$ cat config.mk
export PLATFORM = sky130hd
export DESIGN_NAME = id_ex_stage
export DESIGN_NICKNAME = d
export VERILOG_FILES = /design/src/rtl/id_ex_stage.sv
export SDC_FILE = /design/constraint.sdc
export NUM_CORES = 1
export LEC_CHECK = 0
export BUFFER_PORTS_ARGS = -buffer_cell sky130_fd_sc_hd__clkbuf_2
export CELL_PAD_IN_SITES_DETAIL_PLACEMENT = 1
export CELL_PAD_IN_SITES_GLOBAL_PLACEMENT = 1
export CORE_ASPECT_RATIO = 0.9
export CORE_MARGIN = 4
export CORE_UTILIZATION = 33
export DETAILED_ROUTE_END_ITERATION = 8
export MAX_ROUTING_LAYER = met4
export PLACE_DENSITY_LB_ADDON = 0.25
export SLEW_MARGIN = 30
export SYNTH_ARGS = -nofsm -noshare
export SYNTH_HDL_FRONTEND = slang
export SYNTH_SLANG_ARGS = --single-unit
$ cat constraint.sdc
create_clock -name clk -period 2.2 [get_ports clk]
set_input_delay 0.11 -clock clk [delete_from_list [all_inputs] [get_ports clk]]
set_output_delay 0.11 -clock clk [all_outputs]
set_load 0.01 [all_outputs]
$ cat src/rtl/id_ex_stage.sv
// id_ex_stage: decode-to-execute pipeline register for the pipelined MIPS core.
// It holds the decoded operands and control for the E stage, forwards results
// from the MEM and WB stages, applies the ALUSrc immediate mux, and detects
// load-use hazards.
//
// Stall/flush semantics (there is no valid/ready handshake here):
//   - flush_e replaces the E contents with a bubble and overrides stall_e.
//   - stall_e freezes every E field. The whole pipe is frozen, so no
//     load-use bubble is inserted and stall_d stays low.
//   - Otherwise a load-use hazard (lw_stall) loads a bubble while decode holds.
//   - Otherwise E loads from D. A decode slot with valid_d=0 loads a bubble.
// A bubble is all-zero: valid and control are off and the ALU computes 0+0.
module id_ex_stage #(
    parameter bit FORWARD_EN = 1'b1
) (
    input  logic        clk,
    input  logic        reset,
    input  logic        valid_d,
    input  logic [31:0] rd1_d,
    input  logic [31:0] rd2_d,
    input  logic [4:0]  rs_d,
    input  logic [4:0]  rt_d,
    input  logic [4:0]  rd_d,
    input  logic [31:0] signimm_d,
    input  logic [4:0]  shamt_d,
    input  logic [2:0]  alu_control_d,
    input  logic        alu_src_d,
    input  logic        reg_dst_d,
    input  logic        reg_write_d,
    input  logic        mem_write_d,
    input  logic        mem_to_reg_d,
    input  logic        stall_e,
    input  logic        flush_e,
    input  logic        reg_write_m,
    input  logic [4:0]  write_reg_m,
    input  logic [31:0] alu_out_m,
    input  logic        reg_write_w,
    input  logic [4:0]  write_reg_w,
    input  logic [31:0] result_w,
    output logic        stall_d,
    output logic        valid_e,
    output logic [31:0] a_e,
    output logic [31:0] b_e,
    output logic [2:0]  alu_control_e,
    output logic [4:0]  shamt_e,
    output logic [31:0] write_data_e,
    output logic [4:0]  write_reg_e,
    output logic        reg_write_e,
    output logic        mem_write_e,
    output logic        mem_to_reg_e
);

    // All E-stage fields in one record so that a bubble is simply '0.
    typedef struct packed {
        logic        valid;
        logic [31:0] rd1;
        logic [31:0] rd2;
        logic [4:0]  rs;
        logic [4:0]  rt;
        logic [4:0]  rd;
        logic [31:0] signimm;
        logic [4:0]  shamt;
        logic [2:0]  alu_control;
        logic        alu_src;
        logic        reg_dst;
        logic        reg_write;
        logic        mem_write;
        logic        mem_to_reg;
    } e_fields_t;

    e_fields_t   e_q;
    e_fields_t   e_d;
    logic        lw_stall;
    logic [31:0] fwd_a;
    logic [31:0] fwd_b;

    // Load-use hazard: the load in E cannot supply its data to the consumer in D.
    always_comb begin
        lw_stall = e_q.valid && e_q.mem_to_reg && valid_d && (e_q.rt != 5'd0) &&
                   ((e_q.rt == rs_d) || (e_q.rt == rt_d));
        stall_d  = lw_stall && !stall_e;
    end

    // Next E contents: flush > stall > load-use bubble > load from D.
    always_comb begin
        e_d = e_q;
        if (flush_e) begin
            e_d = '0;
        end else if (stall_e) begin
            e_d = e_q;
        end else if (lw_stall || !valid_d) begin
            e_d = '0;
        end else begin
            e_d.valid       = 1'b1;
            e_d.rd1         = rd1_d;
            e_d.rd2         = rd2_d;
            e_d.rs          = rs_d;
            e_d.rt          = rt_d;
            e_d.rd          = rd_d;
            e_d.signimm     = signimm_d;
            e_d.shamt       = shamt_d;
            e_d.alu_control = alu_control_d;
            e_d.alu_src     = alu_src_d;
            e_d.reg_dst     = reg_dst_d;
            e_d.reg_write   = reg_write_d;
            e_d.mem_write   = mem_write_d;
            e_d.mem_to_reg  = mem_to_reg_d;
        end
    end

    // E-stage register with synchronous reset.
    always_ff @(posedge clk) begin
        if (reset) begin
            e_q <= '0;
        end else begin
            e_q <= e_d;
        end
    end

    // Operand forwarding: MEM beats WB, register 0 is never forwarded.
    always_comb begin
        fwd_a = e_q.rd1;
        if (FORWARD_EN && reg_write_m && (write_reg_m != 5'd0) && (write_reg_m == e_q.rs)) begin
            fwd_a = alu_out_m;
        end else if (FORWARD_EN && reg_write_w && (write_reg_w != 5'd0) && (write_reg_w == e_q.rs)) begin
            fwd_a = result_w;
        end
        fwd_b = e_q.rd2;
        if (FORWARD_EN && reg_write_m && (write_reg_m != 5'd0) && (write_reg_m == e_q.rt)) begin
            fwd_b = alu_out_m;
        end else if (FORWARD_EN && reg_write_w && (write_reg_w != 5'd0) && (write_reg_w == e_q.rt)) begin
            fwd_b = result_w;
        end
    end

    // Output muxes and pass-through of registered control.
    always_comb begin
        valid_e       = e_q.valid;
        a_e           = fwd_a;
        b_e           = e_q.alu_src ? e_q.signimm : fwd_b;
        write_data_e  = fwd_b;
        write_reg_e   = e_q.reg_dst ? e_q.rd : e_q.rt;
        alu_control_e = e_q.alu_control;
        shamt_e       = e_q.shamt;
        reg_write_e   = e_q.reg_write;
        mem_write_e   = e_q.mem_write;
        mem_to_reg_e  = e_q.mem_to_reg;
    end

endmodule

==> flow_summary.yaml <==
floorplan:
  die_w_um: 154
  rows: 47
  core_sq_um: 18600
  ios: 319
  dieArea_sq_um: 21500
  die_h_um: 139
  start_util: 0.340
yosys:
  synth_warnings: 0
  synth.most_common_cell: "dfxtp_1"
  syn_inst: 681
  yosys_most_used_dff: "dfxtp_1"
  async_flop_share: 0
  synth_fp_nets: 886
  synth.cell_area_sq_um: 6330
  synth_area_leaders: "dfxtp_1 (40%), a22o_1 (17%), mux2_2 (6.2%)"
  synth_commonest_cells: "dfxtp_1 (125), a22o_1 (124), clkbuf_1 (43)"
  yosysSeqAreaShare: 0.395
  synth_top_area_frac: 0.395
  synth_largest_area_cell: "dfxtp_1"
  synth-edff-count: 0
  ys_ff_latch: 125
  synth_cell_types: 37
  postSynthAreaPerCell_sq_um: 9.29
clock_tree:
  clk_pin_slew_ns: 0.06
  htreeDepth: 4
  cts_buffer_depth: 2
  cts_tree: "done"
  clock_latency_ns: 0.42
  cts_num_sinks: 125
  cts_made_buffers: 17
  root_buffer: "clkbuf_16"
critical_path:
  worstPathCellList: "xor2_1, a211o_4, clkbuf_16, o21ai_0, a31oi_4, mux2_2, clkbuf_2"
  cpMaxStageDelayCell: "o21ai_0"
  path_class: "reg2out"
  cpPeakStageDelay_ns: 0.37
  worst-r2r-setup-slack_ns: 0.18
  path_max_fanout: 5
  r2r-end: "e_q[65]"
  crit_required_ns: 2.09
  worstPathArrival_ns: 2.46
  crit_path_end_kind: "primary output"
  r2r_cells: 8
  start_kind: "flip-flop"
  timing.rr.start: "e_q[52]"
  critPathTopFamily: "compound AO/OA/AOI/OAI gates"
  crit_buf_inv: 2
finish:
  drive_gt1_frac: 0.516
  fin_cells: 1401
  area_growth_pct: 88.0
  finalInstanceArea_sq_um: 11900
  nets: 1347
timing:
  slew_violations: 0
  setup_ws_ns: -0.375
  skew_ns: 0.0100
  max-slew-margin-rel: 0.588
  hold_violations: 0
  rsz0062_at_grt: "yes"
  tightest_slew_ns: 0.618
  setup_violations: 96
  post-route-period-util: 1.17
  fin_hold_ws_ns: 0.322
  max_freq_mhz: 388
  period_minus_slack_ns: 2.57
routing:
  viasPerCell: 5.58
  drt-initial-drc-count: 507
  wl_met2_um: 18900
  finalWirelength_um: 36800
  drc: 0
  wl_met3_um: 2200
  wl_met1_um: 14400
  ant_nets: 0
  firstDrtPassIters: 5
  vias: 7821
  wl_per_cell_um: 26.3
  top_layer: "met4"
global_routing:
  first_global_vias: 8202
  grt.overflow.total: 0
  grt_pass1_wl_um: 47400
  antenna_found_initial: 1
  grt_max_degree: 93
  grt_usage: 0.288
run_status:
  violations: "negative setup slack"
  status: "finished, violations left"
power:
  p_sw_frac: 0.286
  power_density_nw_per_um2: 529
  switchingPower_mw: 1.80
  p_total_mw: 6.30
  seq_power_share: 0.373
  clockPowerShare: 0.439
  p_leak_nw: 5.17
  ir_worst_vdd_uv: 482
  combPwrFrac: 0.188
  p_int_mw: 4.50
worst_hold_path:
  holdCritPathClass: "in2reg"
  hold_depth: 4
  min_from: "reset"
  hold_path_end: "e_q[46]"
place:
  place_congestion: 0.884
  hpwl_um: 18600
  dp_cells: 1200
  placed_cell_area_sq_um: 8290
  port_buffers: 318
  pre_cts_slack_ns: 0.0169
job:
  max-cap-violations: 0
-- state kept, by name, summed over array words and instances, names as in the netlist --
name and flops:
alu_control_e 3, e_q 113, mem_to_reg_e 1, mem_write_e 1
reg_write_e 1, shamt_e 5, valid_e 1
-- worst reg2reg max path: stages (launching register included) --
cell	delay (ns)
dfxtp_2	0.34
buf_6	0.13
buf_4	0.15
xnor2_1	0.18
nand3_1	0.12
o22ai_2	0.26
a21oi_4	0.10
buf_12	0.25
a22o_1	0.36
-- stage by stage --
step,utilization,setup TNS (ns)
floorplan,-,0
global placement,0.445,0
detailed placement,0.445,0
CTS,0.588,-16.33
global route,0.638,-25.80
finish,0.638,-18.18
-- power by group through the flow --
stage / sequential [mW] / combinational [mW] / clock (mW)
after floorplan: 2.38 / 0.323 / 0
after global placement: 2.39 / 0.726 / 0
after detailed placement: 2.39 / 0.733 / 0
after CTS: 2.34 / 1.00 / 2.78
after global routing: 2.35 / 1.24 / 2.90
final: 2.35 / 1.18 / 2.77
-- area by class of cell --
cell class              count  area [sq um]
flip-flops and latches    125          2520
multi-input cells         447          4320
diodes                      1          2.50
well taps                 245           307
clock buffers              17           425
clock inverters            15           140
repair buffers            519          4070
inverters                  32           120
fillers                  2007          6740
-- worst max path at each step --
stage / end / slack [ns] / from / cells past startpoint
after global placement: b_e[1] / 0.05 / write_reg_m[1] / 8
after floorplan: b_e[24] / 0.17 / e_q[52] / 7
after CTS: b_e[2] / -0.27 / e_q[54] / 7
final: b_e[1] / -0.37 / e_q[54] / 7
after global routing: b_e[1] / -0.41 / e_q[54] / 7
after detailed placement: b_e[1] / 0.02 / write_reg_m[1] / 8
-- layout by cell type, fill, tap and decap left out, types with 17 or more instances in the layout --
cell           synthesis  final
mux2i_1               32     22
nor2_1                39     26
a31oi_4                0     29
clkbuf_16              0     23
clkbuf_2               0    266
a22o_1               124    124
buf_6                  2     43
o21ai_1                0     21
mux2_4                 0     17
xnor2_1               27     18
mux2_2                35     18
buf_4                  9     40
a21oi_1               34     22
dlygate4sd3_1          0    124
dfxtp_1              125    115
inv_1                 31     31
buf_2                 15     18
-- cells by family (layout without fill, tap and decap cells) --
| kind of cell | after synthesis | count (layout) | share of synthesized area |
|---|---|---|---|
| other | 0 | 1 | 0 |
| multiplexers | 68 | 68 | 0.115 |
| AND/OR/NAND/NOR | 120 | 120 | 0.0951 |
| XOR/XNOR | 30 | 30 | 0.0415 |
| flip-flops | 125 | 125 | 0.395 |
| buffers and inverters | 109 | 583 | 0.0771 |
| AO/OA/AOI/OAI | 229 | 229 | 0.276 |
-- what timing repair did --
item | CTS | global route
resized for setup | 111 | 206
setup endpoints to repair | 96 | 96
setup buffers | 18 | 13
gates cloned | 7 | 8
endpoints found under the hold margin | 124 | 0
pin swaps | 27 | 26
hold buffers | 124 | 0
-- metal layers --
metal	vias up	track usage
met5	-	-
met4	0	0.0836
met3	102	0.0484
met2	392	0.494
met1	3888	0.347
li1	3439	-
Note: power is estimated with default switching activity, not from simulation.
